File: src/rtl/pipe_share_ctrl_pkg.sv
// pipe_share_ctrl_pkg: slot states and default latency shared by the pipeline-sharing controller
//   SLOT_IDLE / SLOT_INFLIGHT / SLOT_HOLD : per-requester slot states
//   LATENCY_DEF : edges from issue until pipe_out holds the result
package pipe_share_ctrl_pkg;
    typedef enum logic [1:0] {
        SLOT_IDLE     = 2'd0,
        SLOT_INFLIGHT = 2'd1,
        SLOT_HOLD     = 2'd2
    } slot_t;
    localparam int LATENCY_DEF = 2;
endpackage

File: src/rtl/pipe_share_ctrl_rr_arb2.sv
// rr_arb2: two-way round-robin arbiter, combinational, one-hot or zero grant
//   elig[1:0] : requesters allowed to issue this cycle
//   last_gnt  : id of the most recent grant; the other one wins a tie
//   gnt[1:0]  : grant vector
module rr_arb2 (
    input  logic [1:0] elig,
    input  logic       last_gnt,
    output logic [1:0] gnt
);
    always_comb
        gnt = &elig ? (last_gnt ? 2'b01 : 2'b10) : elig;
endmodule

File: src/rtl/pipe_share_ctrl.sv
// pipe_share_ctrl: shares one registered NOT/AND pipeline between two requesters
//   clk, reset                 : clock, asynchronous active-low reset
//   reqN, aN, bN, gntN         : requester N operation request, operands, issue accepted
//   rspN_valid, rspN_data      : requester N held result, (~a)&b of its issued operation
//   rspN_ack                   : consumes the requester N result
//   pipe_in1, pipe_in2         : operands driven into the pipeline on the issue cycle
//   pipe_out                   : pipeline result, LATENCY edges after issue
//   busy                       : an issue, an in-flight operation or a held result exists
module pipe_share_ctrl
    import pipe_share_ctrl_pkg::*;
#(
    parameter int LATENCY = LATENCY_DEF
) (
    input  logic clk,
    input  logic reset,
    input  logic req0,
    input  logic a0,
    input  logic b0,
    output logic gnt0,
    output logic rsp0_valid,
    output logic rsp0_data,
    input  logic rsp0_ack,
    input  logic req1,
    input  logic a1,
    input  logic b1,
    output logic gnt1,
    output logic rsp1_valid,
    output logic rsp1_data,
    input  logic rsp1_ack,
    output logic pipe_in1,
    output logic pipe_in2,
    input  logic pipe_out,
    output logic busy
);
    slot_t              slot [2];
    logic [LATENCY-1:0] trk_v;
    logic [LATENCY-1:0] trk_id;
    logic [1:0]         req;
    logic [1:0]         ack;
    logic [1:0]         elig;
    logic [1:0]         gnt;
    logic [1:0]         rsp_data;
    logic               last_gnt;

    assign req  = {req1, req0};
    assign ack  = {rsp1_ack, rsp0_ack};
    // Gating with reset keeps gnt low while the reset is asserted.
    assign elig = {2{reset}} & req & {slot[1] == SLOT_IDLE, slot[0] == SLOT_IDLE};

    rr_arb2 u_arb (
        .elig     (elig),
        .last_gnt (last_gnt),
        .gnt      (gnt)
    );

    assign {gnt1, gnt0}             = gnt;
    assign pipe_in1                 = gnt[0] ? a0 : gnt[1] & a1;
    assign pipe_in2                 = gnt[0] ? b0 : gnt[1] & b1;
    assign {rsp1_valid, rsp0_valid} = {slot[1] == SLOT_HOLD, slot[0] == SLOT_HOLD};
    assign {rsp1_data, rsp0_data}   = rsp_data;
    assign busy = (|gnt) | (|trk_v) | (slot[0] != SLOT_IDLE) | (slot[1] != SLOT_IDLE);

    always_ff @(posedge clk or negedge reset) begin
        if (!reset) begin
            slot     <= '{SLOT_IDLE, SLOT_IDLE};
            trk_v    <= '0;
            trk_id   <= '0;
            rsp_data <= '0;
            last_gnt <= 1'b1;
        end else begin
            if (|gnt)
                last_gnt <= gnt[1];
            trk_v[0]  <= |gnt;
            trk_id[0] <= gnt[1];
            for (int i = 1; i < LATENCY; i++) begin
                trk_v[i]  <= trk_v[i-1];
                trk_id[i] <= trk_id[i-1];
            end
            // The tracker head marks the edge at which pipe_out holds that requester's result.
            for (int i = 0; i < 2; i++) begin
                if (gnt[i])
                    slot[i] <= SLOT_INFLIGHT;
                else if (slot[i] == SLOT_INFLIGHT && trk_v[LATENCY-1] && trk_id[LATENCY-1] == 1'(i)) begin
                    slot[i]     <= SLOT_HOLD;
                    rsp_data[i] <= pipe_out;
                end else if (slot[i] == SLOT_HOLD && ack[i])
                    slot[i] <= SLOT_IDLE;
            end
        end
    end
endmodule

File: config.mk
export PLATFORM = sky130hd
export DESIGN_NAME = pipe_share_ctrl
export DESIGN_NICKNAME = d
export VERILOG_FILES = /design/src/rtl/pipe_share_ctrl_pkg.sv /design/src/rtl/pipe_share_ctrl_rr_arb2.sv /design/src/rtl/pipe_share_ctrl.sv
export SDC_FILE = /design/constraint.sdc
export NUM_CORES = 1
export LEC_CHECK = 0
export ABC_CLOCK_PERIOD_IN_PS = 1650
export BUFFER_PORTS_ARGS = -buffer_cell sky130_fd_sc_hd__buf_2
export CAP_MARGIN = 20
export CORE_AREA = 2 2 39 41
export DETAILED_ROUTE_END_ITERATION = 10
export DIE_AREA = 0 0 41 43
export PLACE_DENSITY = 0.74
export SYNTH_ARGS = -nofsm -noshare
export SYNTH_HDL_FRONTEND = slang
export SYNTH_SLANG_ARGS = --single-unit
export TNS_END_PERCENT = 1
File: constraint.sdc
create_clock -name clk -period 1.65 [get_ports clk]
set_input_delay 0.33 -clock clk [delete_from_list [all_inputs] [get_ports clk]]
set_output_delay 0.33 -clock clk [all_outputs]
set_load 0.03 [all_outputs]
==> flow_metrics.py <==
metrics = {
    "route": {
        "drtIter0Drc": 3,
        "vias": 493,
        "wl_um": 1260,
        "ant_nets": 0,
        "via_per_inst": 5.08,
        "dr.pass1.iters": 3,
        "drc_errors": 0,
        "wl_per_cell_um": 13.0,
    },
    "global_route": {
        "antenna_found_initial": 0,
        "grt_max_degree": 12,
        "gr-total-overflow": 0,
        "grt_util_met2": 0.269,
        "grt_busiest_layer": "met2",
        "use_met1": 0.185,
        "track_usage": 0.165,
        "grt_first_pass_wirelength_um": 1890,
        "grt_pass1_vias": 460,
        "met3_usage": 0.0314,
    },
    "power": {
        "swShare": 0.201,
        "pwr-share-comb": 0.065,
        "intPower_mw": 0.376,
        "pwr-share-clk": 0.362,
        "p_sw_mw": 0.0948,
        "leakagePower_nw": 0.396,
        "p_per_area_nw_per_um2": 562,
        "ir_drop_v": 0.000383,
        "seq_power_share": 0.573,
        "power_mw": 0.471,
    },
    "critical_path": {
        "critPathMaxFanout": 2,
        "start_kind": "flip-flop",
        "slowest_stage": "or4b_4",
        "cp_slowest_stage_delay_ps": 560,
        "arrival_ps": 1520,
        "rr_startpoint": "slot[1]",
        "crit_start": "slot[1]",
        "critPathKind": "reg2out",
        "critPathCaptureType": "primary output",
        "cp_cell_sequence": "or4b_4, nand3_4, o22ai_2, buf_6",
        "crit_required_ps": 1320,
    },
    "floorplanning": {
        "start_util": 0.391,
        "rows": 14,
        "io_pins": 20,
        "die_area_sq_um": 1760,
        "die-height_um": 43,
        "core_region_area_sq_um": 1380,
        "die_x_um": 41,
    },
    "cells_and_area": {
        "antenna_cells": 0,
        "layout_common_cells": "buf_2 (14), nand2_1 (8), dfrtp_1 (8)",
        "syn_to_final_growth_pct": 55.1,
        "layout-drive-gt1-share": 0.531,
        "layout_commonest_cell": "buf_2",
        "fin_cells": 97,
        "final_util": 0.606,
        "final_nets": 93,
    },
    "timing": {
        "fin_crit_sh": 1.12,
        "slew_headroom": 0.775,
        "setup_viol": 5,
        "setup_tns_ps": -645,
        "final-max-slew-violation-count": 0,
        "tightest_slew_ps": 334,
        "finClkSkew_ps": 1.16,
        "hold_viol": 0,
        "rsz0062_at_grt": "true",
        "fin_crit_ps": 1850,
        "max_freq_mhz": 540,
        "postLayoutSetupSlackWorst_ps": -201,
    },
    "cts": {
        "cts-root-buf": "clkbuf_4",
        "cts_sinks": 11,
        "cts_tree": "built",
        "numCtsBuffers": 3,
        "clockBufferDepth": 2,
        "ctsHoldBuffers": 0,
        "worst_skew_pair.late_latency_ps": 260,
        "clk_pin_slew_ps": 60,
        "htreeDepth": 1,
    },
    "yosys": {
        "synth_cells": 52,
        "synth-seq-cells": 11,
        "syn_avg_cell_area_sq_um": 10.4,
        "syn_nets": 63,
        "ys_warn_count": 0,
        "netlist_area_sq_um": 541,
        "yosysSeqAreaShare": 0.512,
        "synth_cell_type_count": 21,
    },
    "place": {
        "placed_cells": 92,
        "gp_congestion": 0.754,
        "pre_cts_ws_ps": 34.1,
        "portBuffers": 19,
        "hpwl_um": 853,
    },
    "min_path": {
        "min_path_type": "in2async",
    },
    "flow_run": {
        "drv_cap": 0,
    },
    "outcome": {
        "violations": "setup timing",
        "status": "finished, violations left",
    },
}
-- stage by stage --
stage / instance area, sq um / hold slack [ps]
floorplan: 541 / 34.4
global placement: 693 / 336
detailed placement: 693 / 346
CTS: 797 / 141
global route: 838 / 146
finish: 838 / 140
-- cell families after synthesis --
family                 Yosys count  share of synthesized area
and+or+nand+nor                 27                      0.338
DFF                             11                      0.512
AOI/OAI and AO/OA                9                     0.0880
buffers and inverters            3                     0.0208
muxes                            2                     0.0417
-- layout make-up --
cell class | count | area [sq um]
clock buffers | 4 | 26.3
fillers | 124 | 546
inverters | 3 | 11.3
multi-input cells | 38 | 330
flip-flops and latches | 11 | 279
well taps | 16 | 20.0
repair buffers | 25 | 171
-- timing repair --
action                                  in CTS  in global routing
pin swaps                                    4                  5
setup buffers                                1                  0
resized for setup                           17                  8
endpoints found under the setup margin       5                  5
-- cell usage after synthesis (all sizes together) --
| cell | number | area [sq um] |
|---|---|---|
| nor2 | 4 | 15.0 |
| or4b | 1 | 13.8 |
| nand3 | 3 | 15.0 |
| nand4bb | 1 | 27.5 |
| nand3b | 1 | 7.51 |
| nor4bb | 1 | 10.0 |
| nand2 | 8 | 30.0 |
| dfstp | 1 | 26.3 |
| mux2 | 2 | 22.5 |
| nor2b | 3 | 26.3 |
| nand2b | 2 | 20.0 |
| nor4 | 1 | 6.26 |
| dfrtp | 10 | 250 |
| nor3 | 1 | 5.00 |
| o21ai | 7 | 35.0 |
| nand4 | 1 | 6.26 |
| o22ai | 2 | 12.5 |
| inv | 3 | 11.3 |
-- sequential cells by signal (all words and copies together), names as in the netlist --
register and count:
slot 4, trk_id 2, trk_v 2, last_gnt 1
rsp_data 2
-- worst max-delay path, delay by kind of cell, from the launching register on --
kind	cells	cell delay, ps
buffers and inverters	1	140
flip-flops	1	380
AND/OR/NAND/NOR	2	650
AO/OA/AOI/OAI	1	90
-- final timing paths --
kind,to,slack (ps),cells after the start
min in group clk,rsp_data[0],300,2
setup reg to reg,slot[2],310,3
hold reg to reg,trk_id[1],360,0
max in group asynchronous,last_gnt,1290,2
setup / recovery,pipe_in2,-200,4
hold / removal,trk_v[1],140,2
-- per-layer routing --
layer | part of all wire | vias to the layer above | routed length [um]
met5 | 0 | - | 0
met3 | 0.037 | 2 | 47
met2 | 0.57 | 15 | 711
met1 | 0.39 | 234 | 485
li1 | - | 242 | -
met4 | 0.0095 | 0 | 12
-- power by group through the flow --
stage | clock [mW] | combinational [mW] | sequential (mW)
final | 0.171 | 0.0307 | 0.270
after global routing | 0.199 | 0.0347 | 0.269
after CTS | 0.181 | 0.0290 | 0.270
after detailed placement | 0 | 0.0269 | 0.275
after global placement | 0 | 0.0264 | 0.275
after floorplan | 0 | 0.00393 | 0.275
Power figures use the tool's default switching activity.
